[src/rtl/arb_pkg.sv]
// Purpose: shared constants, FSM state type and helpers for the 8-way request/grant arbiter.
// Latency: n/a (declarations only).
// Backpressure: n/a.
package arb_pkg;

  localparam int NREQ    = 8;   // number of requesters
  localparam int IDW     = 3;   // width of a requester index
  localparam int TIMEOUT = 15;  // default max hold cycles without done; 0 disables

  typedef enum logic {
    IDLE  = 1'b0,
    GRANT = 1'b1
  } arb_state_t;

  // Binary requester index to one-hot grant vector.
  function automatic logic [NREQ-1:0] onehot(input logic [IDW-1:0] id);
    logic [NREQ-1:0] v;
    v     = '0;
    v[id] = 1'b1;
    return v;
  endfunction

endpackage

[src/rtl/arb_prio_enc.sv]
// Purpose: combinational winner select, fixed priority (highest index) or round-robin after ptr.
// Latency: purely combinational, zero cycles.
// Backpressure: none; the owning FSM decides when the result is used.
// Ports:
//   i_req  - request vector, bit i = requester i
//   i_rr   - 1 selects round-robin search starting at i_ptr+1, 0 selects fixed priority
//   i_ptr  - index of the most recent grant (round-robin origin)
//   o_any  - at least one request is pending
//   o_id   - winning requester index (only meaningful when o_any=1)
module arb_prio_enc
  import arb_pkg::*;
(
  input  logic [NREQ-1:0] i_req,
  input  logic            i_rr,
  input  logic [IDW-1:0]  i_ptr,
  output logic            o_any,
  output logic [IDW-1:0]  o_id
);

  logic [IDW-1:0]    w_shift;
  logic [2*NREQ-1:0] w_dbl;
  logic [NREQ-1:0]   w_rot;
  logic [IDW-1:0]    w_enc;

  // Rotate so the first candidate in the search order lands at bit 0.
  // NREQ is a power of two, so the index arithmetic wraps for free.
  assign w_shift = i_rr ? i_ptr + 1'b1 : '0;
  assign w_dbl   = {i_req, i_req} >> w_shift;
  assign w_rot   = w_dbl[NREQ-1:0];

  // Round-robin takes the lowest set bit of the rotated vector; fixed
  // priority takes the highest set bit of the unrotated vector. In both
  // loops the last hit wins, which gives the required direction.
  always_comb begin
    w_enc = '0;
    if (i_rr) begin
      for (int i = NREQ - 1; i >= 0; i--) begin
        if (w_rot[i]) w_enc = IDW'(i);
      end
    end else begin
      for (int i = 0; i < NREQ; i++) begin
        if (w_rot[i]) w_enc = IDW'(i);
      end
    end
  end

  assign o_any = |i_req;
  assign o_id  = w_enc + w_shift;  // undo the rotation

endmodule

[src/rtl/rr_arbiter8.sv]
// Purpose: 8-way request/grant/done arbiter, fixed or round-robin, with hold timeout.
// Latency: request sampled at an edge is granted after that edge; release takes one edge.
// Backpressure: owner holds the resource until done, req drop or timeout; one idle cycle between grants.
// Ports:
//   clk, rst     - clock (rising edge) and synchronous active-high reset
//   req[7:0]     - request vector; mode selects fixed (bit 7 highest) or round-robin
//   done         - resource finished with the current owner (ignored while idle)
//   gnt[7:0]     - registered one-hot grant; gnt_id its binary index; gnt_vld = |gnt
//   timeout_err  - one-cycle pulse when a grant is force-released by the hold timeout
module rr_arbiter8
  import arb_pkg::*;
#(
  parameter int TIMEOUT_CYC = TIMEOUT
) (
  input  logic            clk,
  input  logic            rst,
  input  logic [NREQ-1:0] req,
  input  logic            mode,
  input  logic            done,
  output logic [NREQ-1:0] gnt,
  output logic [IDW-1:0]  gnt_id,
  output logic            gnt_vld,
  output logic            timeout_err
);

  localparam int CNTW = $clog2(TIMEOUT_CYC + 2);

  arb_state_t      r_state;
  arb_state_t      w_state_nxt;
  logic [NREQ-1:0] r_gnt;
  logic [IDW-1:0]  r_gnt_id;
  logic            r_err;
  logic [IDW-1:0]  r_ptr;
  logic [CNTW-1:0] r_cnt;

  logic [NREQ-1:0] w_gnt_nxt;
  logic [IDW-1:0]  w_id_nxt;
  logic            w_err_nxt;
  logic [IDW-1:0]  w_ptr_nxt;
  logic [CNTW-1:0] w_cnt_nxt;

  logic            w_any;
  logic [IDW-1:0]  w_win;
  logic [CNTW-1:0] w_cnt_inc;
  logic            w_own_req;
  logic            w_to;
  logic            w_release;

  arb_prio_enc u_enc (
    .i_req (req),
    .i_rr  (mode),
    .i_ptr (r_ptr),
    .o_any (w_any),
    .o_id  (w_win)
  );

  // The counter reads 0 in the first grant cycle, so releasing when the
  // incremented value reaches the limit holds the grant exactly TIMEOUT_CYC cycles.
  assign w_cnt_inc = r_cnt + 1'b1;
  assign w_own_req = req[r_gnt_id];
  assign w_to      = (TIMEOUT_CYC != 0) && (w_cnt_inc == CNTW'(TIMEOUT_CYC));
  assign w_release = done || !w_own_req || w_to;

  // State register
  always_ff @(posedge clk) begin
    if (rst) r_state <= IDLE;
    else     r_state <= w_state_nxt;
  end

  // Next-state logic
  always_comb begin
    w_state_nxt = r_state;
    case (r_state)
      IDLE:    if (w_any)     w_state_nxt = GRANT;
      GRANT:   if (w_release) w_state_nxt = IDLE;
      default:                w_state_nxt = IDLE;
    endcase
  end

  // Output / datapath next values; req and mode only matter while idle.
  always_comb begin
    w_gnt_nxt = '0;
    w_id_nxt  = '0;
    w_err_nxt = 1'b0;
    w_ptr_nxt = r_ptr;
    w_cnt_nxt = r_cnt;
    case (r_state)
      IDLE: begin
        if (w_any) begin
          w_gnt_nxt = onehot(w_win);
          w_id_nxt  = w_win;
          w_ptr_nxt = w_win;
          w_cnt_nxt = '0;
        end
      end
      GRANT: begin
        if (w_release) begin
          // done or a dropped request take precedence over the timeout flag.
          w_err_nxt = w_to && !done && w_own_req;
          w_cnt_nxt = '0;
        end else begin
          w_gnt_nxt = r_gnt;
          w_id_nxt  = r_gnt_id;
          w_cnt_nxt = w_cnt_inc;
        end
      end
      default: begin
        w_cnt_nxt = '0;
      end
    endcase
  end

  always_ff @(posedge clk) begin
    if (rst) begin
      r_gnt    <= '0;
      r_gnt_id <= '0;
      r_err    <= 1'b0;
      r_ptr    <= '1;  // first round-robin search starts at requester 0
      r_cnt    <= '0;
    end else begin
      r_gnt    <= w_gnt_nxt;
      r_gnt_id <= w_id_nxt;
      r_err    <= w_err_nxt;
      r_ptr    <= w_ptr_nxt;
      r_cnt    <= w_cnt_nxt;
    end
  end

  assign gnt         = r_gnt;
  assign gnt_id      = r_gnt_id;
  assign gnt_vld     = |r_gnt;
  assign timeout_err = r_err;

endmodule
[config.mk]
export PLATFORM = sky130hd
export DESIGN_NAME = rr_arbiter8
export DESIGN_NICKNAME = d
export VERILOG_FILES = /design/src/rtl/arb_pkg.sv /design/src/rtl/arb_prio_enc.sv /design/src/rtl/rr_arbiter8.sv
export SDC_FILE = /design/constraint.sdc
export NUM_CORES = 1
export LEC_CHECK = 0
export ABC_AREA = 1
export CORE_MARGIN = 3
export CORE_UTILIZATION = 57
export DETAILED_ROUTE_END_ITERATION = 12
export DONT_BUFFER_PORTS = 1
export PLACE_DENSITY = 0.72
export SETUP_SLACK_MARGIN = 0.3
export SLEW_MARGIN = 20
export SYNTH_ARGS = -nofsm -noshare
export SYNTH_HDL_FRONTEND = slang
export SYNTH_SLANG_ARGS = --single-unit
[constraint.sdc]
create_clock -name clk -period 3.2 [get_ports clk]
set_clock_uncertainty 0.1 [all_clocks]
set_input_delay 0.64 -clock clk [delete_from_list [all_inputs] [get_ports clk]]
set_output_delay 0.64 -clock clk [all_outputs]
set_load 0.02 [all_outputs]
==> results.sh, run 1 <==
export IMPL_via_per_inst=6.22
export IMPL_r2r_start="r_ptr[0]$_SDFFE_PP1P_"
export IMPL_grt_usage_pct=25.3
export IMPL_r2r_end="gnt[2]$_SDFFE_PP0P_"
export IMPL_synth_async_reset_ratio_pct=0
export IMPL_grt_max_degree=19
export IMPL_crit_cells=21
export IMPL_critPathSlowestCell="dfxtp_4"
export IMPL_synth_top_area_share_pct=26.2
export IMPL_start_util_pct=62.6
export IMPL_tightest_slew_ns=0.615
export IMPL_drtPass1Iterations=4
export IMPL_maxCapViolCount=0
export IMPL_die_x_um=59.1
export IMPL_pre_cts_ws_ns=0.0408
export IMPL_path_cells="ha_4 -> nand2_8 -> clkinv_8 -> nand3_1 -> nand3_1 -> nand2_2 -> inv_2 -> a21oi_2 -> nor2_1 -> nor2_1 -> o21ai_1 -> o21ai_1 -> ha_2 -> inv_2 -> fa_2 -> xnor2_2 -> inv_1 -> nand3_4 -> nand2_4 -> nand3_1 -> a21oi_1"
export IMPL_die_height_um=59.1
export IMPL_layout_setup_ws_ns=0.157
export IMPL_first_global_vias=1514
export IMPL_synth_edff_count=0
export IMPL_wire_per_inst_um=16.2
export IMPL_synth_area_leaders="dfxtp_1 (26%), nand3_1 (12%), nand2_1 (9.1%)"
export IMPL_drive_above_1_share_pct=35.0
export IMPL_use_met1_pct=34.2
export IMPL_worst_r2r_setup_slack_ns=0.16
export IMPL_syn_inst=223
export IMPL_synth_avg_cell_area_um2=7.20
export IMPL_cp_common_cell="nand3_1"
export IMPL_placed_area_mm2=0.00164
export IMPL_drv_slew=0
export IMPL_grt_util_met3_pct=5.88
export IMPL_fin_util_pct=74.9
export IMPL_required_ns=3.35
export IMPL_drtAntennaViolNets=0
export IMPL_root_buffer="clkbuf_4"
export IMPL_worstHoldPathType="in -> reg"
export IMPL_use_met2_pct=40.2
export IMPL_cts_sinks=21
export IMPL_overflow=0
export IMPL_h_tree_depth=1
export IMPL_synthFlopType="dfxtp_1"
export IMPL_rows=18
export IMPL_syn2layout_area_growth_pct=19.7
export IMPL_maxSlewHeadroom_pct=59.0
export IMPL_vias=1661
export IMPL_cts_made_buffers=3
export IMPL_worstPathMaxFanout=8
export IMPL_yosys_area_top_type="dfxtp_1"
export IMPL_yosysUniqueCellTypes=34
export IMPL_vdd_drop_max_mv=0.721
export IMPL_startpoint="r_ptr[0]$_SDFFE_PP1P_"
export IMPL_critPathMaxStageDelay_ns=0.38
export IMPL_fin_area_mm2=0.00192
export IMPL_cellLeakagePower_nw=0.780
export IMPL_seq_area_frac_synth_pct=26.2
export IMPL_fin_nets=255
export IMPL_grt_first_pass_wirelength_um=6840
export IMPL_status="complete, no violations"
export IMPL_gp_congestion=0.815
export IMPL_timing_critical_path_to="gnt[2]$_SDFFE_PP0P_"
export IMPL_fmax_mhz=329
export IMPL_ios=25
export IMPL_io_buffers=0
export IMPL_finalCritPeriodShare_pct=95.1
export IMPL_antenna_found_initial=0
export IMPL_mappedNetlistArea_mm2=0.00161
export IMPL_finalPower_mw=2.06
export IMPL_rsz0062_at_grt="yes"
export IMPL_ctsHoldBuffers=0
export IMPL_drc=0
export IMPL_critPathKind="reg -> reg"
export IMPL_r2r_cells=21
export IMPL_antenna_diode_count=0
export IMPL_wl_um=4320
export IMPL_cp_top_family="simple AND/OR/NAND/NOR gates"
export IMPL_start_kind="register"
export IMPL_drt_iter0_markers=79
export IMPL_setup_viol=0
export IMPL_clk_latency_ns=0.31
export IMPL_syn_nets=240
export IMPL_ys_ff_latch=21
export IMPL_place_hpwl_um=2980
export IMPL_busiest_layer="met2"
export IMPL_end_kind="register"
export IMPL_dieArea_mm2=0.00349
export IMPL_cts_buffer_depth=2
export IMPL_ys_warn_count=0
export IMPL_cp_data_arrival_time_ns=3.20
export IMPL_power_density_mw_per_mm2=1070
export IMPL_coreArea_mm2=0.00257
export IMPL_fin_crit_ns=3.04
export IMPL_hold_viol=0
export IMPL_crit_buf_inv=4
export IMPL_clkTransAtPathRegs_ns=0.12
export IMPL_cts_tree="yes"
==> registers in the layout, indices dropped and copies added (netlist names) <==
| register | count |
|---|---|
| r_ptr | 3 |
| gnt_id | 3 |
| r_state | 1 |
| gnt | 8 |
| r_cnt | 5 |
| timeout_err | 1 |
==> layout by cell type, fill, tap and decap left out, types with 2 or more instances in the layout <==
| master | n |
|---|---|
| nand2_1 | 34 |
| nand3_1 | 25 |
| nand3_2 | 19 |
| dfxtp_1 | 19 |
| inv_1 | 17 |
| a21oi_1 | 14 |
| buf_4 | 13 |
| nor2_1 | 12 |
| nand2_2 | 10 |
| nand3_4 | 7 |
| nand2_4 | 6 |
| nand4_1 | 6 |
| o21ai_0 | 5 |
| a21oi_2 | 5 |
| nor4_1 | 5 |
| nor2_2 | 4 |
| o21ai_1 | 4 |
| inv_2 | 3 |
| o211ai_1 | 3 |
| clkbuf_4 | 3 |
| inv_6 | 2 |
| xor2_1 | 2 |
| ha_1 | 2 |
==> how the worst min path moves through the flow <==
stage	start	end	slack, ns	cells after the start
floorplan	r_cnt[4]$_SDFFE_PP0P_	r_cnt[4]$_SDFFE_PP0P_	0.34	2
detailed placement	r_cnt[4]$_SDFFE_PP0P_	r_cnt[4]$_SDFFE_PP0P_	0.36	2
global placement	r_cnt[4]$_SDFFE_PP0P_	r_cnt[4]$_SDFFE_PP0P_	0.35	2
global route	rst	gnt[5]$_SDFFE_PP0P_	0.25	1
CTS	rst	r_cnt[4]$_SDFFE_PP0P_	0.27	1
finish	rst	gnt[1]$_SDFFE_PP0P_	0.27	1
==> where the power goes <==
part / total [mW] / switching, mW / internal [mW]
clock network: 0.129 / 0.0805 / 0.0487
registers: 0.466 / 0.132 / 0.334
logic: 1.47 / 0.880 / 0.589
==> routing by layer <==
| layer | wire length (um) | part of all wire (%) |
|---|---|---|
| met1 | 1780 | 41 |
| met2 | 2150 | 50 |
| met3 | 337 | 7.8 |
| met4 | 59 | 1.4 |
| met5 | 0 | 0 |
==> synth_stat cells (2+ instances only) <==
| library cell | number |
|---|---|
| nand3_2 | 8 |
| xnor2_1 | 2 |
| nand2_1 | 39 |
| nand2_4 | 4 |
| nor2_2 | 4 |
| a21oi_1 | 19 |
| nor2_1 | 12 |
| ha_1 | 4 |
| o211ai_1 | 3 |
| o21ai_0 | 8 |
| inv_1 | 21 |
| dfxtp_1 | 21 |
| nor4_1 | 5 |
| nand3_4 | 4 |
| nand2_2 | 6 |
| xor2_1 | 2 |
| nand4_1 | 6 |
| nand3_1 | 39 |
==> final cells by class <==
| class | count | area, um2 |
|---|---|---|
| fillers | 188 | 644 |
| repair buffers | 14 | 109 |
| multi-input cells | 174 | 1210 |
| well taps | 30 | 37.5 |
| inverters | 24 | 115 |
| clock buffers | 4 | 26.3 |
| flip-flops and latches | 21 | 425 |
==> worst reg2reg max path: stages (launching register included) <==
cell and delay, ns:
dfxtp_4 0.38, ha_4 0.25, nand2_8 0.09, clkinv_8 0.08, nand3_1 0.12, nand3_1 0.13
nand2_2 0.10, inv_2 0.05, a21oi_2 0.12, nor2_1 0.06, nor2_1 0.12, o21ai_1 0.07
o21ai_1 0.09, ha_2 0.19, inv_2 0.04, fa_2 0.34, xnor2_2 0.15, inv_1 0.11
nand3_4 0.12, nand2_4 0.10, nand3_1 0.07, a21oi_1 0.12
==> logic make-up after synthesis <==
kind of cell	count (synthesis)	share of synthesized area, %
buffers and inverters	29	8.80
AND/OR/NAND/NOR	129	46.3
adder cells (fa/ha/maj)	5	4.36
flip-flops	21	26.2
XOR/XNOR	4	2.18
AO/OA/AOI/OAI	35	12.1
==> per-stage QoR <==
step	hold slack, ns	cells	setup TNS, ns
after floorplan	0.344	223	0
after global placement	0.348	248	0
after detailed placement	0.361	248	0
after CTS	0.271	263	0
after global routing	0.249	267	-0.554
final	0.272	267	0
==> what timing repair did <==
| action | CTS | global route |
|---|---|---|
| gates resized for setup | 22 | 16 |
| buffers inserted | 10 | 4 |
| pin swaps | 8 | 11 |
| cloned | 1 | 0 |
| setup endpoints to repair | 12 | 12 |
(Power assumes the default switching activity.)
==> run 2, diff against run 1 <==
--- a/config.mk
+++ b/config.mk
@@ -11,7 +11,6 @@
 export DETAILED_ROUTE_END_ITERATION = 12
 export DONT_BUFFER_PORTS = 1
 export PLACE_DENSITY = 0.72
-export SETUP_SLACK_MARGIN = 0.3
 export SLEW_MARGIN = 20
 export SYNTH_ARGS = -nofsm -noshare
 export SYNTH_HDL_FRONTEND = slang
==> run 2 against run 1 <==
Effect of this change: design area fell by 3.6%; routed wire length down 4.6%; via count fell by 2.2%; register-to-register slack got worse by 0.11 ns; critical path type unchanged; count of clock-buffer cells in the layout unchanged; hold slack better by 0.017 ns; largest power group unchanged; sequential cell count is the same.
==> results.sh, run 2 (same netlist as run 1, synthesis figures left out) <==
export IMPL_end_kind="register"
export IMPL_ctsHoldBuffers=0
export IMPL_seq_area_um2=425
export IMPL_die_height_um=59.1
export IMPL_pre_cts_ws_ns=-0.0189
export IMPL_cellLeakagePower_nw=0.753
export IMPL_setup_viol=0
export IMPL_drt_met1_wl_um=1730
export IMPL_worst_r2r_setup_slack_ns=0.04
export IMPL_fmax_mhz=317
export IMPL_rsz0062_at_grt="yes"
export IMPL_cts_buffer_depth=2
export IMPL_drtAntennaViolNets=0
export IMPL_status="complete, no violations"
export IMPL_multi_input_area_mm2=0.00118
export IMPL_die_x_um=59.1
export IMPL_drv_slew=0
export IMPL_wire_per_inst_um=15.7
export IMPL_cp_top_family="adder cells"
export IMPL_dieArea_mm2=0.00349
export IMPL_maxCapViolCount=0
export IMPL_gp_congestion=0.948
export IMPL_tightest_slew_ns=0.562
export IMPL_largest_register_ffs=8
export IMPL_fin_nets=250
export IMPL_io_buffers=0
export IMPL_hold_viol=0
export IMPL_final_cell_mix="nand2_1 (33), nand3_1 (26), nand3_2 (20), dfxtp_1 (19), inv_1 (18)"
export IMPL_crit_buf_inv=4
export IMPL_top_layer_used="met4"
export IMPL_finalSetupTns_ns=0
export IMPL_worstHoldPathType="in -> reg"
export IMPL_root_buffer="clkbuf_4"
export IMPL_wl_met2_um=2090
export IMPL_worstPathMaxFanout=8
export IMPL_hold_path_depth=1
export IMPL_grt_usage_pct=23.4
export IMPL_clk_latency_ns=0.30
export IMPL_rows=18
export IMPL_path_cells="ha_4 -> nand2_8 -> clkinv_8 -> nand3_2 -> nand3_1 -> nand2_2 -> inv_1 -> nand2_2 -> a21oi_2 -> nor2_1 -> nor2_1 -> o21ai_1 -> o21ai_1 -> ha_2 -> inv_2 -> fa_2 -> xnor2_2 -> buf_4 -> nand2_4 -> nand2_4 -> nand3_2 -> a21oi_1"
export IMPL_critPathMaxStageDelay_ns=0.40
export IMPL_vdd_drop_max_mv=0.846
export IMPL_fin_util_pct=72.2
export IMPL_h_tree_depth=1
export IMPL_grt_max_degree=19
export IMPL_startpoint="r_ptr[0]$_SDFFE_PP1P_"
export IMPL_first_global_vias=1497
export IMPL_via_per_inst=6.20
export IMPL_r2r_cells=22
export IMPL_cts_made_buffers=3
export IMPL_crit_cells=22
export IMPL_cp_data_arrival_time_ns=3.29
export IMPL_drive_above_1_share_pct=31.9
export IMPL_grt_first_pass_wirelength_um=6420
export IMPL_syn2layout_area_growth_pct=15.4
export IMPL_fin_crit_ns=3.16
export IMPL_routed_wl_met3_um=222
export IMPL_cts_tree="yes"
export IMPL_place_hpwl_um=2890
export IMPL_r2r_end="gnt[1]$_SDFFE_PP0P_"
export IMPL_start_util_pct=62.6
export IMPL_power_density_mw_per_mm2=1040
export IMPL_overflow=0
export IMPL_fillers=207
export IMPL_drt_iter0_markers=170
export IMPL_vias=1624
export IMPL_timing_critical_path_to="gnt[1]$_SDFFE_PP0P_"
export IMPL_critPathKind="reg -> reg"
export IMPL_drc=0
export IMPL_wl_um=4120
export IMPL_finalCritPeriodShare_pct=98.6
export IMPL_maxSlewHeadroom_pct=62.5
export IMPL_antenna_diode_count=0
export IMPL_cts_sinks=21
export IMPL_clkTransAtPathRegs_ns=0.11
export IMPL_layout_setup_ws_ns=0.0438
export IMPL_drtPass1Iterations=5
export IMPL_layout_commonest_cell="nand2_1"
export IMPL_ios=25
export IMPL_antenna_found_initial=0
export IMPL_required_ns=3.33
export IMPL_start_kind="register"
export IMPL_coreArea_mm2=0.00257
export IMPL_r2r_start="r_ptr[0]$_SDFFE_PP1P_"
export IMPL_critPathSlowestCell="fa_2"
-- run 2: stage by stage --
step	total power [mW]	instance area (um2)	std cells	hold slack, ns
after floorplan	1.33	1610	223	0.344
after global placement	1.51	1630	251	0.348
after detailed placement	1.54	1630	251	0.350
after CTS	1.69	1670	255	0.287
after global routing	2.07	1850	262	0.272
final	1.92	1850	262	0.289
-- run 2: layer usage --
layer  global-route usage (%)  vias to the layer above
met5                        0                        -
met1                     28.3                      766
li1                         -                      786
met3                     2.61                       11
met4                     9.39                        0
met2                     41.8                       61
-- run 2: cell type report --
cell class	instances	share of cell area [%]
timing repair buffer	9	4.05
sequential	21	22.9
multi-input combinational	174	63.8
tap	30	2.02
clock buffer	4	1.42
inverter	24	5.80
-- run 2: repair_timing --
item | CTS | global route
endpoints found under the setup margin | 10 | 12
setup buffers | 0 | 6
pin swaps | 0 | 17
gates resized for setup | 2 | 39
endpoints found under the hold margin | 0 | 0
cloned | 0 | 1
-- run 2: how the worst min path moves through the flow --
stage	to	slack [ns]	start
final	r_cnt[2]$_SDFFE_PP0P_	0.29	rst
after global routing	r_state$_SDFF_PP0_	0.27	rst
after CTS	gnt_id[2]$_SDFFE_PP0P_	0.29	rst
after detailed placement	r_cnt[4]$_SDFFE_PP0P_	0.35	r_cnt[4]$_SDFFE_PP0P_
after global placement	r_cnt[4]$_SDFFE_PP0P_	0.35	r_cnt[4]$_SDFFE_PP0P_
after floorplan	r_cnt[4]$_SDFFE_PP0P_	0.34	r_cnt[4]$_SDFFE_PP0P_
-- run 2: power by group --
| group | switching (mW) | leakage, nW | internal (mW) |
|---|---|---|---|
| logic | 0.819 | 0.566 | 0.512 |
| clock network | 0.0764 | 0.0150 | 0.0485 |
| registers | 0.132 | 0.171 | 0.334 |
| total | 1.03 | 0.753 | 0.895 |
